$ cat src/rtl/imem_loader.sv
// Packs a little-endian byte stream into words and writes them to instruction memory; holds core reset until done.
// Latency: IM_DATA_BYTES+1 cycles per word at full rate, first byte accepted one cycle after start.
// Backpressure: o_byte_ready is high only in COLLECT; bytes offered during WRITE wait for the next COLLECT cycle.
module imem_loader #(
    parameter int IM_DEPTH      = 2048,
    parameter int IM_ADDR_WIDTH = $clog2(IM_DEPTH),
    parameter int IM_DATA_WIDTH = 32,
    parameter int IM_DATA_BYTES = IM_DATA_WIDTH / 8
) (
    input  logic                     clk,
    input  logic                     rst_n,
    input  logic                     i_start,
    input  logic                     i_abort,
    input  logic [IM_ADDR_WIDTH-1:0] i_base_addr,
    input  logic [IM_ADDR_WIDTH:0]   i_len,
    input  logic                     i_byte_valid,
    input  logic [7:0]               i_byte_data,
    output logic                     o_byte_ready,
    output logic [IM_ADDR_WIDTH-1:0] o_mem_addr,
    output logic [IM_DATA_WIDTH-1:0] o_mem_wdata,
    output logic [IM_DATA_BYTES-1:0] o_mem_wen,
    output logic                     o_busy,
    output logic                     o_done,
    output logic                     o_core_rst_n
);

    localparam int BIDX_W = (IM_DATA_BYTES > 1) ? $clog2(IM_DATA_BYTES) : 1;
    localparam logic [IM_ADDR_WIDTH-1:0] LAST_ADDR = IM_ADDR_WIDTH'(IM_DEPTH - 1);
    localparam logic [BIDX_W-1:0]        LAST_BYTE = BIDX_W'(IM_DATA_BYTES - 1);

    typedef enum logic [1:0] {IDLE, COLLECT, WRITE, DONE} state_t;

    state_t                   state_q, state_d;
    logic [IM_ADDR_WIDTH:0]   len_q, cnt_q, cnt_inc;
    logic [BIDX_W-1:0]        bidx_q;
    logic [IM_ADDR_WIDTH-1:0] addr_q;
    logic [IM_DATA_WIDTH-1:0] wdata_q;
    logic                     core_rst_n_q;
    logic                     byte_xfer;

    always_ff @(posedge clk or negedge rst_n) begin
        if (!rst_n) state_q <= IDLE;
        else        state_q <= state_d;
    end

    always_comb begin
        state_d      = state_q;
        byte_xfer    = 1'b0;
        cnt_inc      = cnt_q + 1'b1;
        o_byte_ready = 1'b0;
        o_busy       = 1'b0;
        o_done       = 1'b0;
        o_mem_wen    = '0;
        case (state_q)
            IDLE: begin
                if (i_start) state_d = (i_len == '0) ? DONE : COLLECT;
            end
            COLLECT: begin
                o_byte_ready = 1'b1;
                o_busy       = 1'b1;
                if (i_abort) begin
                    state_d = IDLE;
                end else if (i_byte_valid) begin
                    byte_xfer = 1'b1;
                    if (bidx_q == LAST_BYTE) state_d = WRITE;
                end
            end
            WRITE: begin
                o_busy    = 1'b1;
                o_mem_wen = '1;
                if (i_abort)               state_d = IDLE;
                else if (cnt_inc == len_q) state_d = DONE;
                else                       state_d = COLLECT;
            end
            DONE: begin
                o_done  = 1'b1;
                state_d = IDLE;
            end
            default: state_d = IDLE;
        endcase
    end

    always_ff @(posedge clk or negedge rst_n) begin
        if (!rst_n) begin
            len_q        <= '0;
            cnt_q        <= '0;
            bidx_q       <= '0;
            addr_q       <= '0;
            wdata_q      <= '0;
            core_rst_n_q <= 1'b0;
        end else begin
            // Core leaves reset on entry to DONE so it is already high during the o_done cycle.
            if (state_d == DONE)                core_rst_n_q <= 1'b1;
            else if (state_q == IDLE && i_start) core_rst_n_q <= 1'b0;

            case (state_q)
                IDLE: begin
                    if (i_start) begin
                        addr_q <= i_base_addr;
                        len_q  <= i_len;
                        cnt_q  <= '0;
                        bidx_q <= '0;
                    end
                end
                COLLECT: begin
                    if (i_abort) begin
                        bidx_q <= '0;
                    end else if (byte_xfer) begin
                        for (int k = 0; k < IM_DATA_BYTES; k++) begin
                            if (bidx_q == BIDX_W'(k)) wdata_q[8*k +: 8] <= i_byte_data;
                        end
                        bidx_q <= (bidx_q == LAST_BYTE) ? '0 : bidx_q + 1'b1;
                    end
                end
                WRITE: begin
                    // An aborted load keeps its address and count; the next start reloads both.
                    if (!i_abort) begin
                        addr_q <= (addr_q == LAST_ADDR) ? '0 : addr_q + 1'b1;
                        cnt_q  <= cnt_inc;
                    end
                end
                default: ;
            endcase
        end
    end

    assign o_mem_addr   = addr_q;
    assign o_mem_wdata  = wdata_q;
    assign o_core_rst_n = core_rst_n_q;

endmodule

$ cat config.mk
export PLATFORM = sky130hd
export DESIGN_NAME = imem_loader
export DESIGN_NICKNAME = d
export VERILOG_FILES = /design/src/rtl/imem_loader.sv
export SDC_FILE = /design/constraint.sdc
export NUM_CORES = 1
export LEC_CHECK = 0
export CORE_ASPECT_RATIO = 2
export CORE_MARGIN = 2
export CORE_UTILIZATION = 50
export DETAILED_ROUTE_END_ITERATION = 10
export GPL_TIMING_DRIVEN = 0
export PLACE_DENSITY_LB_ADDON = 0.1
export SETUP_SLACK_MARGIN = 0.4
export SLEW_MARGIN = 20
export SYNTH_ARGS = -nofsm -noshare
export SYNTH_HDL_FRONTEND = slang
export SYNTH_SLANG_ARGS = --single-unit
$ cat constraint.sdc
create_clock -name clk -period 2.7 [get_ports clk]
set_input_delay 0.54 -clock clk [delete_from_list [all_inputs] [get_ports clk]]
set_output_delay 0.54 -clock clk [all_outputs]
set_load 0.02 [all_outputs]
# Word level (Yosys, flattened, before mapping)
# Index checks and enable logic that the tools add are counted.
# op_classes
n_mux	29
bitwise	1
add_sub_neg	3
reduce_logical	15
eq_ne	12
# ops
op	count
$mux 11	3
$mux 12	2
$pmux 12 s2	1
$mux 2	11
$pmux 11 s2	1
$reduce_and 4->1	4
$add 12x1->12 const B	1
$eq 12x12->1	1
$logic_not 12->1	1
$add 11x1->11 const B	1
$eq 11x11->1 const B	1
$eq 2x2->1 const B	5
$mux 1	8
$pmux 2 s4	1
$reduce_and 3->1	2
$reduce_bool 2->1	3
$eq 2x1->1 const B	2
$logic_not 2->1	2
$mux 4	1
$ne 2x2->1 const B	2
$pmux 2 s2	1
$ne 3x3->1 const B	1
$add 2x1->2 const B	1
$reduce_and 2->1	1
other kinds (3)	3
# word_totals
out_inout_bits	51
input_bits	36
reg_bits	72

# Depth between registers and ports, before layout
# Gate-level depths: netlist of run 1.
# depth
word_depth	7
depth_mapped	9
depth_no_buf	8

# Worst setup path after synthesis of run 1
# Ideal clock, no wire load.
# synth_path
path_type	reg2reg
startpoint	reg state_q[0]
endpoint	reg core_rst_n_q (netlist: o_core_rst_n)
t_required_ns	2.605
path_buffers	0
arrival_ns	2.065
setup_slack_ns	0.539
path_stages_with_launch	8
setup_time_ns	0.095
cell_sequence	dfrtp_1 > inv_1 > ha_1 > nand2b_1 > nor3_2 > nand4_1 > or4_1 > o31ai_1
# synth_via
elab_chain_cells	6
word_cells_on_any_way	13
cone_classes	4 x eq/ne; 6 x mux; 3 x reduce/logical
# synth_lines
item	line_no	source
start: declaration	33	state_t state_q, state_d;
start signal: assignment	43	else state_q <= state_d;
$mux 2	65	if (bidx_q == LAST_BYTE) state_d = WRITE;
$mux 2	63	end else if (i_byte_valid) begin
$mux 2	61	if (i_abort) begin
$pmux 2 s4	54	case (state_q)
$eq 2x2->1	93	if (state_d == DONE) core_rst_n_q <= 1'b1;
$mux 1 or $reduce_bool 2->1 (tied branches)	-	
end signal: assignment	90	core_rst_n_q <= 1'b0;
end signal: assignment	93	
end signal: assignment	94	else if (state_q == IDLE && i_start) core_rst_n_q <= 1'b0;
end: declaration	38	logic core_rst_n_q;
# Several ways; a longest one is shown, not always the timed one.
# A chain may end at the register's enable or synchronous reset.

# Worst setup path in the final report of run 1
# layout_path
startpoint	reg state_q[0]
endpoint	out o_mem_wen[0]
# layout_via
elab_chain_cells	2
# layout_lines
item	line_no	source
$eq 2x2->1	54	
$mux 4	54	
end: declaration	21	output logic [IM_DATA_BYTES-1:0] o_mem_wen,
# Every way passes these cells.

==> flow_summary.yaml, run 1 <==
synth:
  synthArstFlopShare_pct: 100
  yosysTopAreaCell: "dfrtp_1"
  synth_nets: 393
  ys_ff_latch: 72
  synth_seq_area_share_pct: 48.5
  synth_edf_count: 0
  synth.distinct_cells: 54
  synth.avg_cell_area_sq_um: 10.7
  yosysWarnings: 0
  ys_top_cells_by_area: "dfrtp_1 49%, mux2_2 12%, ha_1 3.7%"
  synth_top_flop_cell: "dfrtp_1"
  netlist.area_leader.share_pct: 48.5
  synth_area_sq_mm: 0.00371
  syn_inst: 346
routing:
  vias: 3057
  routed_wl_mm: 8.86
  postRouteAntennaNets: 0
  drc: 0
  via_per_inst: 5.64
  drt_pass1_iterations: 4
  wl_per_cell_um: 16.3
  dr.first_iter.drc_count: 164
power:
  power_uw: 5200
  power_density_mw_per_mm2: 1040
  peakVddDrop_mv: 0.589
  power.leakage_uw: 0.00216
critical_path:
  cp-startpoint: "state_q[0]$_DFF_PN0_"
  worst_path_max_delay_cell: "clkdlybuf4s50_1"
  r2r-end: "o_core_rst_n$_DFFE_PN0P_"
  crit_path_end_kind: "output pin"
  cp.required_ns: 2.16
  cp_data_arrival_time_ns: 1.67
  slowest_delay_ns: 0.61
  crit_fanout: 7
  worstRegToRegCells: 7
  worstSetupPathType: "reg2out"
  r2r_slack_ns: 0.52
  reg2reg_from: "cnt_q[3]$_DFFE_PN0P_"
  crit_chain: "inv_2 > ha_4 > clkdlybuf4s50_1"
  cp-start-kind: "register"
sta:
  relSlewSlack_pct: 63.0
  rsz0062_at_grt: "yes"
  tns_ns: 0
  layout_min_cycle_time_ns: 2.21
  worst_slew_pin_slew_ns: 0.553
  finalSetupViolCount: 0
  fmax_ghz: 0.452
  skew_ns: 0.00474
  slew_violations: 0
  hold_slack_ns: 0.169
  hold_violations: 0
  finalCritPeriodShare_pct: 82.0
cells_and_area:
  final_util_pct: 69.7
  layout_common_cells: "80 x clkdlybuf4s50_1, 71 x dfrtp_1, 41 x mux2_2"
  diodes: 0
  drive_above_1_share_pct: 18.4
  area_delta_synth_final_pct: 35.2
  layout_commonest_cell: "clkdlybuf4s50_1"
  fin_cells: 542
  nets: 493
floorplanning:
  fp.dieW_um: 65.0
  dieArea_sq_mm: 0.00818
  initial_core_util_pct: 51.5
  core_region_area_sq_mm: 0.00721
  die_h_um: 126
  top_level_ports: 87
  core.rowCount: 44
place:
  place_inst: 525
  dp_hpwl_mm: 6.76
  portBuffers: 86
  gp_congestion: 0.853
clock_tree:
  clockRootBuffer: "clkbuf_16"
  numCtsBuffers: 9
  htreeDepth: 3
  insertion_delay_ns: 0.33
  cts_tree: "built"
  clk_pin_slew_worst_paths_ns: 0.05
  ctsHoldBuffers: 0
  clock-sinks: 72
  clockBufferDepth: 2
flow_run:
  maxCapViolCount: 0
global_route:
  grt_pass1_wl_mm: 14.9
  grt.overflow.total: 0
  grt_pass1_vias: 3092
  antenna_found_initial: 0
  grt_use_total_pct: 23.7
  grt_max_degree: 38
hold_path:
  hp-class: "in2async"
run_status:
  status: "finished, final reports clean"
[final cells by class]
cell class	count	area [sq um]
fillers	547	2190
repair buffers	89	895
well taps	92	115
clock buffers	13	260
flip-flops and latches	72	1800
clock inverters	2	15.0
multi-input cells	251	1810
inverters	8	30.0
plain buffers	15	92.6
[repair_timing]
| action | CTS | global route |
|---|---|---|
| endpoints found under the setup margin | 27 | 12 |
| buffers inserted | 2 | 0 |
| gates resized for setup | 7 | 8 |
| pin swaps | 0 | 0 |
[cell families after synthesis]
kind of cell               count (synthesis)  share of synthesized area [%]
and+or+nand+nor                           99                           13.9
AOI/OAI and AO/OA                         81                           13.2
DFF                                       72                           48.5
muxes                                     47                           14.1
buffers and inverters                     23                           3.23
xor gates and xnor gates                  13                           3.27
adders and majority gates                 11                           3.70
[cells in the mapped netlist, types with 3 or more instances]
master / count
xor2_1: 4
buf_4: 6
mux2i_1: 3
nor3_1: 8
mux2_2: 41
o21ai_0: 24
o21ai_1: 4
nand2b_1: 5
nand2_1: 29
nor2_1: 17
inv_1: 7
o31ai_1: 9
nor2b_1: 4
ha_1: 11
a21oi_1: 22
xnor2_1: 8
nor4_1: 3
nand3_1: 11
or3_1: 3
dfrtp_1: 72
mux2_1: 3
o22ai_1: 5
clkbuf_1: 7
nand4_1: 3
[worst max path at each step]
stage          cells past startpoint                  endpoint  slack (ns)
2_1_floorplan                      7  o_core_rst_n$_DFFE_PN0P_        0.54
3_3_place_gp                       1      len_q[5]$_DFFE_PN0P_       -1.36
3_5_place_dp                       9      cnt_q[4]$_DFFE_PN0P_       -0.03
4_1_cts                            3                    o_busy        0.39
5_1_grt                            7      state_q[1]$_DFF_PN0_        0.39
6_report                           3              o_mem_wen[0]        0.49
[power breakdown]
part	internal [uW]	switching [uW]	total (uW)
clock	667	420	1090
combinational	1140	1210	2350
sequential	1440	325	1770
[worst max-delay path: cells and delay by family, from the launching register on]
family / cells / cell delay, ns
fa+ha+maj: 1 / 0.19
buf+inv: 2 / 0.72
flops: 1 / 0.42
[layer usage]
| layer | global-route usage (%) | routed length [um] | part of all wire (%) |
|---|---|---|---|
| met3 | 4.73 | 324 | 3.7 |
| met1 | 24.6 | 3180 | 36 |
| met4 | 10.8 | 219 | 2.5 |
| met2 | 44.0 | 5130 | 58 |
| met5 | 0 | 0 | 0 |
[per-stage QoR]
step	setup slack [ns]	area, sq um
after global routing	0.393	5020
after CTS	0.390	5010
after floorplan	0.539	3710
final	0.486	5020
after detailed placement	-0.0291	4710
after global placement	-1.36	4690
[sequential cells by signal, summed over array words and instances (netlist names)]
name	cells
o_core_rst_n	1
cnt_q	12
o_mem_wdata	32
o_mem_addr	11
bidx_q	2
state_q	2
len_q	12
Power figures use the tool's default switching activity.
==> inputs of run 2 (changes only) <==
--- a/config.mk
+++ b/config.mk
@@ -7,7 +7,7 @@
 export LEC_CHECK = 0
 export CORE_ASPECT_RATIO = 2
 export CORE_MARGIN = 2
-export CORE_UTILIZATION = 50
+export CORE_UTILIZATION = 45
 export DETAILED_ROUTE_END_ITERATION = 10
 export GPL_TIMING_DRIVEN = 0
 export PLACE_DENSITY_LB_ADDON = 0.1
==> constraint.sdc (replaced) <==
create_clock -name clk -period 1.98 [get_ports clk]
set_input_delay 0.396 -clock clk [delete_from_list [all_inputs] [get_ports clk]]
set_output_delay 0.396 -clock clk [all_outputs]
set_load 0.02 [all_outputs]
==> run 2 against run 1 <==
Effect of this change: hold slack improved by 0.32 ns; sequential share of layout area fell by 4.7 points; highest routed layer unchanged; cell count increased by 5.9%; the run now ends with setup timing left; wire length is 13% higher; flip-flop and latch count unchanged; critical endpoint is now state_q[1]$_DFF_PN0_; largest cell class unchanged; first-iteration DRC count rose by 6.1%.
==> flow_summary.yaml, run 2 (synthesized netlist as in run 1, its figures left out) <==
sta:
  hold_violations: 0
  relSlewSlack_pct: 53.3
  skew_ns: 0.00495
  layout_min_cycle_time_ns: 2.09
  slew_violations: 0
  fmax_ghz: 0.479
  worst_slew_pin_slew_ns: 0.694
  finalCritPeriodShare_pct: 106
  tns_ns: -0.219
  finalSetupViolCount: 2
  setup_slack_ns: -0.109
  rsz0062_at_grt: "yes"
clock_tree:
  clockRootBuffer: "clkbuf_16"
  htreeDepth: 3
  clockBufferDepth: 2
  numCtsBuffers: 9
  clock-sinks: 72
  insertion_delay_ns: 0.34
  cts_tree: "built"
  clk_pin_slew_worst_paths_ns: 0.06
critical_path:
  path_common_cell: "buf_4"
  worstSetupPathType: "reg2reg"
  worst_path_max_delay_cell: "or4_4"
  cp.required_ns: 2.23
  path_buf_inv: 2
  path_delay_family: "simple AND/OR/NAND/NOR gates"
  cp-start-kind: "register"
  crit_path_end_kind: "register"
  slowest_delay_ns: 0.59
  crit_chain: "ha_4 > and4_4 > buf_4 > buf_4 > nand3_1 > a21oi_1 > or4_4 > o31ai_4"
  cp_data_arrival_time_ns: 2.34
  crit_fanout: 4
cells_and_area:
  diodes: 0
  layout_commonest_cell: "dfrtp_1"
  drive_above_1_share_pct: 41.0
  area_delta_synth_final_pct: 56.3
  nets: 520
  seqCellArea_sq_mm: 0.00181
  fillCellCount: 570
  largest_reg_flops: 32
  layout_common_cells: "64 x dfrtp_1, 43 x dlygate4sd2_1, 41 x mux2_2"
  multi_input_area_sq_mm: 0.00229
routing:
  routed_wl_mm: 10.0
  via_per_inst: 5.61
  wl_per_cell_um: 17.4
  dr.first_iter.drc_count: 174
  drc: 0
  postRouteAntennaNets: 0
  drt_pass1_iterations: 5
  vias: 3218
run_status:
  violations: "setup timing"
  status: "finished with violations"
floorplanning:
  dieArea_sq_mm: 0.00904
  die_h_um: 132
  initial_core_util_pct: 46.4
  core.rowCount: 46
  fp.dieW_um: 68.2
  top_level_ports: 87
  core_region_area_sq_mm: 0.00800
global_route:
  grt.overflow.total: 0
  grt_use_total_pct: 23.1
  antenna_found_initial: 0
  grt_pass1_vias: 3204
  grt_max_degree: 48
  grt_pass1_wl_mm: 15.4
hold_path:
  hp-class: "reg2reg"
power:
  power_uw: 8530
  power_density_mw_per_mm2: 1470
  peakVddDrop_mv: 0.823
  power.leakage_uw: 0.00267
flow_run:
  maxCapViolCount: 0
place:
  portBuffers: 86
  gp_congestion: 0.850
  dp_hpwl_mm: 7.05
run 2: cell types whose count changed in the layout (fill, tap and decap cells not counted), sizes merged, moves of 3 or more:
cell,before,now
buf,12,47
clkdlybuf4s50,80,34
clkbuf,20,16
clkinv,0,3
dlygate4sd2,3,43
run 2: power by group:
group          internal (uW)  switching, uW  leakage (uW)
clock                   1170            626      0.000165
sequential              1980            470      0.000919
combinational           2080           2200       0.00159
total                   5230           3300       0.00267
run 2: path summary, 6_finish.rpt:
check                                            start                          end  slack [ns]  depth (start not counted)
setup / recovery                  cnt_q[1]$_DFFE_PN0P_         state_q[1]$_DFF_PN0_       -0.11                          8
hold / removal             o_mem_wdata[17]$_DFFE_PN0P_  o_mem_wdata[17]$_DFFE_PN0P_        0.49                          1
setup reg to reg                  cnt_q[1]$_DFFE_PN0P_         state_q[1]$_DFF_PN0_       -0.11                          8
hold reg to reg            o_mem_wdata[17]$_DFFE_PN0P_  o_mem_wdata[17]$_DFFE_PN0P_        0.49                          1
max in group asynchronous                        rst_n    o_mem_addr[0]$_DFFE_PN0P_        0.90                          3
min in group asynchronous                        rst_n  o_mem_wdata[11]$_DFFE_PN0P_        0.51                          2
run 2: cell type report:
| type | instances | area share [%] |
|---|---|---|
| Buffer | 15 | 2.33 |
| Clock buffer | 11 | 4.35 |
| Clock inverter | 5 | 1.36 |
| Inverter | 8 | 0.689 |
| Multi-Input combinational cell | 251 | 39.5 |
| Sequential cell | 72 | 31.2 |
| Tap cell | 96 | 2.07 |
| Timing Repair Buffer | 116 | 18.5 |
run 2: timing repair:
item / 4_1_cts / 5_1_grt
hold buffers: 1 / 0
gates cloned: 0 / 0
hold endpoints to repair: 25 / 0
pin swaps: 9 / 18
resized for setup: 101 / 94
setup endpoints to repair: 118 / 77
setup buffers: 14 / 14
run 2: per-layer routing:
layer  track usage (%)  share of wire, %  up-vias
li1                  -                 -     1517
met1              22.5                36     1572
met2              42.9                57      105
met3              3.40               3.6       24
met4              13.4               3.8        0
met5                 0                 0        -
run 2: stage by stage:
stage	instance area (sq um)	utilization (%)	worst slack, ns	hold slack [ns]	instances
floorplan	3870	-	0.0659	0.100	346
global placement	4850	60.6	-2.22	0.476	528
detailed placement	4870	60.9	-0.483	0.339	529
CTS	5400	67.5	-0.0604	0.488	560
global route	5810	72.6	-0.183	0.504	574
finish	5810	72.6	-0.109	0.485	574
==> inputs of run 3 (changes only) <==
--- a/config.mk
+++ b/config.mk
@@ -7,9 +7,10 @@
 export LEC_CHECK = 0
 export CORE_ASPECT_RATIO = 2
 export CORE_MARGIN = 2
-export CORE_UTILIZATION = 45
+export CORE_UTILIZATION = 50
 export DETAILED_ROUTE_END_ITERATION = 10
 export GPL_TIMING_DRIVEN = 0
+export MAX_ROUTING_LAYER = met4
 export PLACE_DENSITY_LB_ADDON = 0.1
 export SETUP_SLACK_MARGIN = 0.4
 export SLEW_MARGIN = 20
==> constraint.sdc (replaced) <==
create_clock -name clk -period 2.2 [get_ports clk]
set_input_delay 0.44 -clock clk [delete_from_list [all_inputs] [get_ports clk]]
set_output_delay 0.44 -clock clk [all_outputs]
set_load 0.02 [all_outputs]
==> run 3 against run 2 <==
Effect of this change: largest power group unchanged; sequential share of layout area up 1.3 points; critical path depth unchanged; register-to-register slack better by 0.21 ns; critical path type unchanged; highest routed layer unchanged; largest cell class unchanged; critical endpoint unchanged; via count shrank 0.47%; the flow now finishes without violations.
==> flow_summary.yaml, run 3 (synthesized netlist as in run 1, its figures left out) <==
place:
  dp_hpwl_mm: 6.75
  placed_area_sq_mm: 0.00477
  portBuffers: 86
  pre_cts_slack_ns: -0.221
  gp_congestion: 0.893
  place_inst: 525
sta:
  fmax_ghz: 0.477
  skew_ns: 0.00354
  layout_min_cycle_time_ns: 2.09
  finalCritPeriodShare_pct: 95.2
  worst_slew_pin_slew_ns: 0.683
  setup_slack_ns: 0.105
  hold_violations: 0
  hold_slack_ns: 0.496
  finalSetupViolCount: 0
  rsz0062_at_grt: "yes"
  relSlewSlack_pct: 54.0
  slew_violations: 0
global_route:
  grt_pass1_wl_mm: 15.4
  grt_pass1_vias: 3132
  grt.overflow.total: 0
  antenna_found_initial: 0
  grt_max_degree: 58
  grt_use_total_pct: 25.5
clock_tree:
  clockRootBuffer: "clkbuf_16"
  clk_pin_slew_worst_paths_ns: 0.06
  cts_tree: "built"
  numCtsBuffers: 9
  clock-sinks: 72
  insertion_delay_ns: 0.33
  clockBufferDepth: 2
  htreeDepth: 3
floorplanning:
  core_region_area_sq_mm: 0.00721
  die_h_um: 126
  initial_core_util_pct: 51.5
  fp.dieW_um: 65.0
  dieArea_sq_mm: 0.00818
  core.rowCount: 44
  top_level_ports: 87
critical_path:
  worstSetupPathType: "reg2reg"
  worstRegToRegCells: 8
  crit_path_end_kind: "register"
  cp-start-kind: "register"
  crit_fanout: 5
  r2r-end: "state_q[1]$_DFF_PN0_"
  cp.required_ns: 2.44
  cp-startpoint: "cnt_q[0]$_DFFE_PN0P_"
  reg2reg_from: "cnt_q[0]$_DFFE_PN0P_"
  r2r_slack_ns: 0.11
  cp_data_arrival_time_ns: 2.33
cells_and_area:
  fin_cells: 568
  area_delta_synth_final_pct: 49.6
  seqCellArea_sq_mm: 0.00181
  drive_above_1_share_pct: 33.2
  diodes: 0
  multi_input_area_sq_mm: 0.00205
  nets: 518
  layout_common_cells: "67 x dfrtp_1, 67 x clkdlybuf4s50_1, 41 x mux2_2"
  final_cell_area_sq_mm: 0.00556
  fillCellCount: 478
  largest_reg_flops: 32
routing:
  postRouteAntennaNets: 0
  via_per_inst: 5.64
  drc: 0
  routed_wl_mm: 9.87
  wl_per_cell_um: 17.4
  dr.first_iter.drc_count: 241
  drt_pass1_iterations: 4
  vias: 3203
power:
  power_density_mw_per_mm2: 1280
  peakVddDrop_mv: 0.772
  power_uw: 7120
  power.leakage_uw: 0.00246
flow_run:
  maxCapViolCount: 0
hold_path:
  whs_path_depth: 1
  worstHoldStart: "o_mem_wdata[4]$_DFFE_PN0P_"
  hp-class: "reg2reg"
  min_to: "o_mem_wdata[4]$_DFFE_PN0P_"
run_status:
  status: "finished, final reports clean"
[run 3: cell count changes in the layout (fill, tap and decap cells not counted), sizes merged]
cell / delta
buf: -7
bufinv: -1
clkbuf: +1
clkdlybuf4s15: +1
clkdlybuf4s50: +33
clkinv: +2
dlygate4sd2: -34
dlymetal6s2s: +3
[run 3: how the worst max path moves through the flow]
stage	slack, ns	depth (start not counted)	to
final	0.11	8	state_q[1]$_DFF_PN0_
after CTS	0.14	7	state_q[1]$_DFF_PN0_
after global routing	0.02	8	state_q[1]$_DFF_PN0_
after global placement	-1.97	1	o_mem_addr[1]$_DFFE_PN0P_
after floorplan	0.29	7	o_core_rst_n$_DFFE_PN0P_
after detailed placement	-0.22	6	o_core_rst_n$_DFFE_PN0P_
[run 3: where the power goes]
group | total, uW | switching [uW] | internal, uW | leakage [uW]
registers | 2160 | 387 | 1770 | 0.000921
clock network | 1450 | 546 | 901 | 0.000152
logic | 3510 | 1760 | 1750 | 0.00139
total | 7120 | 2690 | 4420 | 0.00246
[run 3: cell type report]
cell class,instances,area share [%]
Clock buffer,10,4.30
Timing Repair Buffer,114,20.2
Multi-Input combinational cell,251,36.9
Inverter,8,0.540
Tap cell,92,2.07
Clock inverter,6,1.06
Buffer,15,2.43
Sequential cell,72,32.5
[run 3: worst max-delay path: stages (launching register included)]
cell	delay [ns]
dfrtp_2	0.39
buf_6	0.13
ha_4	0.16
and3_4	0.19
nand3_4	0.09
xnor2_2	0.18
nand4_1	0.10
or4_4	0.54
o31ai_2	0.21
[run 3: routing by layer]
layer	routed length, um	up-vias	part of all wire [%]	global-route usage (%)
met5	0	-	0	-
met4	210	0	2.1	9.51
met3	362	15	3.7	4.73
met2	5850	99	59	47.0
met1	3440	1579	35	25.8
li1	-	1510	-	-
[run 3: timing repair]
| item | CTS | global route |
|---|---|---|
| buffers inserted | 14 | 11 |
| resized for setup | 73 | 36 |
| hold buffers | 1 | 0 |
| endpoints found under the setup margin | 80 | 62 |
| endpoints found under the hold margin | 15 | 0 |
| cloned | 0 | 1 |
| pin swaps | 12 | 16 |
[run 3: stage by stage]
stage / TNS (ns) / utilization [%]
final: 0 / 77.1
after global routing: 0 / 77.1
after CTS: 0 / 73.8
after detailed placement: -1.65 / 66.1
after global placement: -124.16 / 65.8
after floorplan: 0 / -
